File: config.mk
export PLATFORM = sky130hd
export DESIGN_NAME = imem_loader
export DESIGN_NICKNAME = d
export VERILOG_FILES = /design/src/rtl/imem_loader_pkg.sv /design/src/rtl/imem_loader.sv
export SDC_FILE = /design/constraint.sdc
export NUM_CORES = 1
export LEC_CHECK = 0
export ABC_CLOCK_PERIOD_IN_PS = 3000
export CORE_MARGIN = 4
export CORE_UTILIZATION = 53
export CTS_CLUSTER_DIAMETER = 80
export DETAILED_ROUTE_END_ITERATION = 6
export PLACE_DENSITY = 0.88
export SLEW_MARGIN = 20
export SYNTH_ARGS = -nofsm -noshare
export SYNTH_HDL_FRONTEND = slang
export SYNTH_SLANG_ARGS = --single-unit
File: constraint.sdc
create_clock -name clk -period 3 [get_ports clk]
set_input_delay 0.45 -clock clk [delete_from_list [all_inputs] [get_ports clk]]
set_output_delay 0.45 -clock clk [all_outputs]
set_load 0.005 [all_outputs]
File: src/rtl/imem_loader_pkg.sv
// Shared CPU definitions for the instruction-memory loader: state encoding,
// default parameter values and the running-checksum helper.
package imem_loader_pkg;

  typedef enum logic [1:0] {
    ST_IDLE   = 2'b00,
    ST_LOAD   = 2'b01,
    ST_FINISH = 2'b10,
    ST_ERROR  = 2'b11
  } state_e;

  localparam logic [7:0] DEF_BASE_ADDR = 8'h00;
  localparam logic [7:0] DEF_TIMEOUT   = 8'd255;

  // Mod-256 running sum of accepted instruction bytes.
  function automatic logic [7:0] csum_add(input logic [7:0] sum, input logic [7:0] b);
    return sum + b;
  endfunction

endpackage

File: src/rtl/imem_loader.sv
// Instruction-memory loader: accepts a counted byte stream from the host,
// writes it to consecutive instruction-memory addresses and keeps the CPU
// sequencer held until a load completes successfully.
module imem_loader
  import imem_loader_pkg::*;
#(
  parameter logic [7:0] BASE_ADDR = DEF_BASE_ADDR,
  parameter logic [7:0] TIMEOUT   = DEF_TIMEOUT
) (
  input  logic       clk,
  input  logic       rst_n,
  input  logic       start,
  input  logic [7:0] byte_len,
  input  logic [7:0] in_data,
  input  logic       in_valid,
  output logic       in_ready,
  output logic       wr_en,
  output logic [7:0] wr_addr,
  output logic [7:0] wr_data,
  output logic       cpu_hold,
  output logic       busy,
  output logic       done,
  output logic       err,
  output logic [7:0] checksum
);

  state_e     r_state;
  state_e     w_state_nxt;
  logic [7:0] r_count;
  logic [7:0] r_len;
  logic [7:0] r_idle;
  logic [7:0] r_checksum;
  logic [7:0] r_wr_addr;
  logic [7:0] r_wr_data;
  logic       r_wr_en;
  logic       r_in_ready;
  logic       r_busy;
  logic       r_done;
  logic       r_err;
  logic       r_hold;

  logic       w_xfer;
  logic       w_last;
  logic       w_timeout;
  logic       w_start_ok;
  logic [8:0] w_idle_inc;

  // A latched length of 0 means 256: r_len - 1 wraps to 8'hFF, matching the final count.
  assign w_xfer     = (r_state == ST_LOAD) && in_valid;
  assign w_last     = w_xfer && (r_count == (r_len - 8'd1));
  assign w_idle_inc = {1'b0, r_idle} + 9'd1;
  // A byte arriving on the timeout cycle wins over the timeout.
  assign w_timeout  = (r_state == ST_LOAD) && !w_xfer && (w_idle_inc == {1'b0, TIMEOUT});
  assign w_start_ok = start && ((r_state == ST_IDLE) || (r_state == ST_ERROR));

  // Next-state decode for the load sequencer.
  always_comb begin
    w_state_nxt = r_state;
    case (r_state)
      ST_IDLE, ST_ERROR: begin
        if (start) w_state_nxt = ST_LOAD;
        else       w_state_nxt = r_state;
      end
      ST_LOAD: begin
        if (w_last)         w_state_nxt = ST_FINISH;
        else if (w_timeout) w_state_nxt = ST_ERROR;
        else                w_state_nxt = ST_LOAD;
      end
      ST_FINISH: w_state_nxt = ST_IDLE;
      default:   w_state_nxt = ST_IDLE;
    endcase
  end

  // State register.
  always_ff @(posedge clk or negedge rst_n) begin
    if (!rst_n) r_state <= ST_IDLE;
    else        r_state <= w_state_nxt;
  end

  // Registered status outputs, decoded from the state being entered.
  always_ff @(posedge clk or negedge rst_n) begin
    if (!rst_n) begin
      r_in_ready <= 1'b0;
      r_busy     <= 1'b0;
      r_done     <= 1'b0;
      r_wr_en    <= 1'b0;
    end else begin
      r_in_ready <= (w_state_nxt == ST_LOAD);
      r_busy     <= (w_state_nxt == ST_LOAD) || (w_state_nxt == ST_FINISH);
      r_done     <= (w_state_nxt == ST_FINISH);
      r_wr_en    <= w_xfer;
    end
  end

  // Load datapath: byte counter, idle watchdog, write port, checksum, hold and error flags.
  always_ff @(posedge clk or negedge rst_n) begin
    if (!rst_n) begin
      r_count    <= 8'd0;
      r_len      <= 8'd0;
      r_idle     <= 8'd0;
      r_checksum <= 8'd0;
      r_wr_addr  <= 8'd0;
      r_wr_data  <= 8'd0;
      r_err      <= 1'b0;
      r_hold     <= 1'b1;
    end else if (w_start_ok) begin
      r_count    <= 8'd0;
      r_len      <= byte_len;
      r_idle     <= 8'd0;
      r_checksum <= 8'd0;
      r_err      <= 1'b0;
      r_hold     <= 1'b1;
    end else if (w_xfer) begin
      r_wr_addr  <= BASE_ADDR + r_count;
      r_wr_data  <= in_data;
      r_checksum <= csum_add(r_checksum, in_data);
      r_count    <= r_count + 8'd1;
      r_idle     <= 8'd0;
      if (w_last) r_hold <= 1'b0;
      else        r_hold <= r_hold;
    end else if (r_state == ST_LOAD) begin
      r_idle <= r_idle + 8'd1;
      if (w_timeout) r_err <= 1'b1;
      else           r_err <= r_err;
    end else begin
      r_idle <= r_idle;
    end
  end

  assign in_ready = r_in_ready;
  assign wr_en    = r_wr_en;
  assign wr_addr  = r_wr_addr;
  assign wr_data  = r_wr_data;
  assign cpu_hold = r_hold;
  assign busy     = r_busy;
  assign done     = r_done;
  assign err      = r_err;
  assign checksum = r_checksum;

endmodule

==> results by group <==
Timing
  • Clk_skew: between 0.008 and 0.009 ns
  • Worst Tran Pin Value: about 0.63 ns
  • Setup TNS: 0 ns
  • Final min period: around 2.3 ns
  • Final Setup Violations: 0
  • RSZ-0062 raised after global routing: no
  • Slew HR: 58.1%
  • Hold Violations, Final: 0
  • Fmax: 0.434 GHz
  • Tcrit/Tclk final: 76.7%
  • Fin. max-slew vios: 0

GRT
  • Vias in the first global route: between 2000 and 2500
  • Initial antenna violation count: 0
  • Largest net degree at the start of global routing: 30
  • Global-route wire length before repair: 10800 microns
  • Tot GR Track Use: 20.8%
  • Gr ovfl total: 0

Power and ir drop
  • Cell Pwr Density: about 800 mW/mm^2
  • Peak VDD IR: 0.000391 V
  • Leakage: between 1.5 and 2 nW

Placed design
  • RePlAce Congestion: 0.923
  • Port-buffer cells: 49
  • Cells after DPL: 412
  • DP HPWL: between 4000 and 5000 microns

Die
  • Die height: 82.7 microns
  • Die ar.: 0.00684 sq mm
  • Die width: 82.7 microns
  • Core Area: 0.00527 sq mm
  • Initial Util: 56.1%
  • Io pins: 50
  • Site Rows: 26

Logic synthesis
  • Post-synth top area share: 46.6%
  • Yosys reg bits: 56
  • Synth top area cells: dfrtp_1, mux2_2, ha_1
  • Netlist Area Pre-Place: ~0.0030 sq mm
  • Distinct cells, synth: 53
  • Mapped Nets: 332
  • Sequential-to-total area share from yosys stat: 47.5%
  • Average size of a mapped cell: 9.92 sq um
  • Cells after synthesis: roughly 300
  • Number of flops mapped to enable cells by yosys: 0
  • Ys Warns: 0
  • Post-synth top flop: dfrtp_1
  • Ys async rst share: 100%
  • Yosys top cell by area: dfrtp_1

Worst setup path
  • Critical Path End Type: register
  • WP data arrival: 2.52 ns
  • Worst endpoint required time: approximately 3.2 ns
  • Worst Setup Path Type: register to register
  • CP max FO: 6
  • CP startpoint kind: register

CTS
  • Clock Path Buffers: 2
  • Clock Latency Late Sink: 0.31 ns
  • Post-cts sizing count: 0
  • CTS tree: built
  • CTS H-tree lvls: 2
  • Clk pin slew, worst setup/hold paths: 0.10 ns
  • CTS buffer count: 5
  • Hold-fix buffers at CTS: 0
  • Root buf cell: clkbuf_8
  • Post-CTS setup repair buffer count: 0
  • Sink Count: between 50 and 60

Final layout
  • Commonest non-fill, non-tap cells in the layout: dfrtp_1, clkdlybuf4s50_1, nand2_1, nor2_1, o21ai_0
  • Diode count: 0
  • Layout cells sized above 1: approximately 11%
  • Nets: between 300 and 400
  • Syn-to-layout area delta: 22.5%
  • Final std cells w/o fill: 420
  • Commonest non-fill, non-tap cell in the layout: dfrtp_1

Detailed routing
  • Drt pass-1 iters: 4
  • Total wire length: 6200 microns
  • Wirelength per Cell: between 10 and 15 microns
  • Drt drc: 0
  • Via/cell ratio: around 5.5
  • Iter 0 DRT Violations: between 100 and 150
  • Via count: 2318
  • DRT antenna net count: 0

Job
  • Max Cap Violations: 0

Status
  • Outcome: complete, no violations

Hold path
  • Worst min-delay path class: input pin to asynchronous set/reset pin
==> power by group <==
part | total, mW | switching (mW) | leakage, nW | internal, mW
registers | 1.18 | 0.205 | 0.726 | 0.977
clock network | 0.431 | 0.242 | 0.0516 | 0.189
logic | 1.27 | 0.607 | 0.853 | 0.662
total | 2.88 | 1.05 | 1.63 | 1.83
==> per-layer routing <==
layer  routed length, microns  track usage [%]  up-vias  part of all wire, %
met5                        0                0        -                    0
met4                      140             7.68        0                  2.3
met3                      267             4.12       10                  4.3
met2                     3050             34.7       44                   49
met1                     2750             26.7     1123                   44
li1                         -                -     1141                    -
==> final timing paths <==
| kind | to | cells past startpoint | slack, ns | startpoint |
|---|---|---|---|---|
| max in group asynchronous | wr_addr[7] | 2 | 2.22 | rst_n |
| min reg2reg | cpu_hold | 2 | 0.48 | cpu_hold |
| max | busy | 9 | 0.70 | r_len[0] |
| min in group clk | cpu_hold | 2 | 0.48 | cpu_hold |
| max reg2reg | busy | 9 | 0.70 | r_len[0] |
| min | done | 1 | 0.14 | rst_n |
==> metrics by stage <==
step           power, mW  cell area [sq um]  worst slack, ns  hold WS, ns  utilization (%)
6_report            2.88               3620            0.698        0.140             68.7
5_1_grt             3.13               3620            0.505        0.189             68.7
4_1_cts             2.91               3620            0.692        0.170             68.7
3_5_place_dp        2.47               3520            0.508        0.465             66.9
3_3_place_gp        2.41               3520            0.576        0.463             66.9
2_1_floorplan       1.94               2960            0.858        0.154                -
==> state kept, by name, summed over array words and instances (netlist names) <==
register and cells:
busy 1, checksum 8, cpu_hold 1, done 1
err 1, in_ready 1, r_count 8, r_idle 8
r_len 8, r_state 2, wr_addr 8, wr_data 8
wr_en 1
==> worst max-delay path: stages (launching register included) <==
cell	delay, ns
dfrtp_1	0.44
inv_1	0.10
ha_1	0.17
nor3b_1	0.36
a21oi_1	0.12
a31o_2	0.25
a211oi_4	0.33
a21oi_1	0.12
ha_1	0.28
inv_1	0.03
==> cell usage after synthesis, types with 2 or more instances <==
library cell	count
o221ai_1	2
o21ai_0	20
nor2b_1	3
nor2_1	26
ha_1	13
o21ai_1	3
o211ai_1	3
a21o_1	2
nor4_1	2
and3_1	2
a21oi_1	12
dfrtp_1	55
nand4_1	6
inv_1	17
and3b_1	2
mux2_2	16
nor3_1	4
nand2b_1	3
nand2_1	40
nor3b_1	2
xnor2_1	12
clkbuf_1	7
a31oi_1	3
a31o_2	2
and2_1	2
nand4b_1	2
nand3_1	5
xor2_1	7
==> layout make-up <==
cell class | count | area (sq um)
Fill cell | 420 | 1650
Multi-Input combinational cell | 215 | 1450
Sequential cell | 56 | 1400
Timing Repair Buffer | 54 | 523
Tap cell | 70 | 87.6
Clock buffer | 6 | 82.6
Inverter | 17 | 63.8
Clock inverter | 2 | 13.8
==> cells by family (layout without fill, tap and decap cells) <==
group	count (synthesis)	after routing	share of synthesized area, %
AO/OA/AOI/OAI	58	58	12.5
adder cells (fa/ha/maj)	14	14	6.18
XOR/XNOR	19	19	5.63
AND/OR/NAND/NOR	108	108	18.5
flip-flops	56	56	47.5
multiplexers	16	16	6.10
buffers and inverters	27	79	3.60
Power figures use the tool's default switching activity.
==> variant (config.mk and constraints unchanged) <==
The 4 states of `state_e` get a one-hot encoding in 4 bits.
--- a/src/rtl/imem_loader_pkg.sv
+++ b/src/rtl/imem_loader_pkg.sv
@@ -3,9 +3,9 @@
 package imem_loader_pkg;
 
-  typedef enum logic [1:0] {
-    ST_IDLE   = 2'b00,
-    ST_LOAD   = 2'b01,
-    ST_FINISH = 2'b10,
-    ST_ERROR  = 2'b11
+  typedef enum logic [3:0] {
+    ST_IDLE   = 4'b0001,
+    ST_LOAD   = 4'b0010,
+    ST_FINISH = 4'b0100,
+    ST_ERROR  = 4'b1000
   } state_e;
 
Function: same outputs for any inputs over 10 cycles, from zero or initial values and one cycle with rst_n low; not proved beyond that.
==> variant against the original RTL <==
Final cell count rose by 6.0%. Sequential cell count increased by 2. Critical path depth rose by 1. Global-route usage fell by 0.15 points. Sequential share of layout area decreased by 0.49 points. Die area rose by 0.91%. Worst setup slack improved by 0.017 ns. Synthesized area grew 1.0%. Wire length grew 7.6%. Total power up 13%. Design area up 5.0%. Critical path type is now in -> reg. Count of clock-buffer cells in the layout is 3 higher. Largest power group is now sequential cells. Largest cell class is now registers. Register-to-register slack improved by 0.11 ns.
==> variant: results (changes against the original RTL) <==
Status
  • Status: finished clean

Worst setup path
  • Critical path endpoint: checksum[6]
  • R2R setup slack: 0.81 ns (+0.11 ns)
  • R2R Path End: in_ready
  • CP max stage delay: 0.48 ns (+0.04 ns)
  • Worst Setup SP: in_data[0]
  • Worst-path fanout max: 3 (-3)
  • Worst r2r src: r_state[3]
  • Reg2Reg Depth: 7 (-2)
  • Top Family by Delay on Critical Path: adder cells
  • Worst path slowest cell: clkdlybuf4s50_1

Drt
  • Starting DRC count in detailed routing: 185 (+61%)
  • Vias: 2446 (+5.5%)
  • Final WL: 6.68 mm (+7.6%)

Yosys
  • Sequential cell area fraction in the yosys report: 48.7% (+1.2 points)
  • Synth Area in Compound Gates: 11.8% (-0.71 points)
  • XOR/XNOR Fraction of Synth Area: 7.88% (+2.2 points)
  • Mux share of post-synthesis cell area: 2.93% (-3.2 points)
  • Synth area leaders: dfrtp_1 47%, nand2_1 9.3%, xor2_1 4.7%, ha_1 4.6%, o21ai_0 4.2%
  • Top post-synthesis cells by count: 74 x nand2_1, 56 x dfrtp_1, 25 x o21ai_0, 19 x nor2_1, 16 x xor2_1
  • Mapped Nets: 350 (+5.4%)
  • Synth Area in Adders: 5.28% (-0.90 points)
  • Unique masters post-synth: 44 (-17%)

Clock network
  • Clk Latency, worst-skew pair: 0.35 ns (+0.04 ns)
  • Total CTS buffers: 9 (+4)
  • Worst-path clk slew: 0.07 ns (-0.03 ns)
  • H-tree depth: 3 (+1)
  • Post-CTS sizing: 0 (unchanged)

Timing
  • Achievable Freq: 438 MHz (+0.74%)
  • Max-slew headroom: 58.6% (+0.51 points)
  • Clock skew: 0.00896 ns (+0.000360 ns)

GRT
  • Global Route Usage Sum: 20.6% (-0.15 points)
  • Global-route wire length before repair: 11.5 mm (+6.9%)
  • Largest net degree at the start of global routing: 36 (+20%)
  • Vias in the first global route: 2541 (+10%)

Cells and area
  • FILL cells: 443 (+5.5%)
  • Final nets: 400 (+4.4%)
  • Antenna Cells: 0 (unchanged)
  • Layout cell share with drive strength beyond 1: 10.2% (-0.96 points)

Power
  • Max VDD drop: 572 uV (+47%)
  • Switching portion of total power: 32.8% (-3.8 points)
  • Leakage power: 1.72 nW (+5.6%)

Place
  • PortBufs: 49 (unchanged)
  • Routability Congestion: 0.853 (-7.6%)
  • Setup WS pre-CTS: 0.420 ns (-0.0878 ns)
  • HPWL Detailed: 4.54 mm (-0.74%)
variant: per-layer routing:
metal | vias up | global-route usage [%] | wire [um]
met5 | - | 0 | 0
met4 | 0 | 8.17 | 157
met3 | 16 | 6.85 | 312
met2 | 63 | 34.5 | 3280
met1 | 1196 | 24.5 | 2930
li1 | 1171 | - | -
variant: how the worst min path moves through the flow:
| stage | from | endpoint | cells past startpoint |
|---|---|---|---|
| 6_report | rst_n | r_len[2] | 1 |
| 5_1_grt | rst_n | r_len[3] | 1 |
| 4_1_cts | rst_n | r_len[3] | 1 |
| 3_5_place_dp | wr_addr[2] | wr_addr[2] | 2 |
| 3_3_place_gp | wr_addr[0] | wr_addr[0] | 2 |
| 2_1_floorplan | rst_n | busy | 0 |
variant: cell type report:
| type | count | area [um^2] | share of cell area, % |
|---|---|---|---|
| Clock inverter | 7 | 141 | 3.72 |
| Inverter | 15 | 56.3 | 1.48 |
| Timing Repair Buffer | 52 | 508 | 13.4 |
| Sequential cell | 58 | 1450 | 38.3 |
| Clock buffer | 9 | 124 | 3.26 |
| Multi-Input combinational cell | 232 | 1430 | 37.5 |
| Tap cell | 72 | 90.1 | 2.37 |
variant: power groups by stage:
stage               Sequential, mW  Combinational, mW  Clock (mW)
global route                  1.23               1.22        1.01
detailed placement            1.20               1.09           0
global placement              1.19               1.04           0
floorplan                     1.16              0.672           0
finish                        1.19               1.10       0.967
CTS                           1.19               1.11       0.978
variant: per-stage QoR:
step | hold WS (ns) | cell area (um^2) | instances
6_report | 0.0927 | 3800 | 445
3_5_place_dp | 0.462 | 3530 | 429
3_3_place_gp | 0.458 | 3530 | 429
4_1_cts | 0.104 | 3800 | 445
2_1_floorplan | 0.154 | 2990 | 318
5_1_grt | 0.135 | 3800 | 445
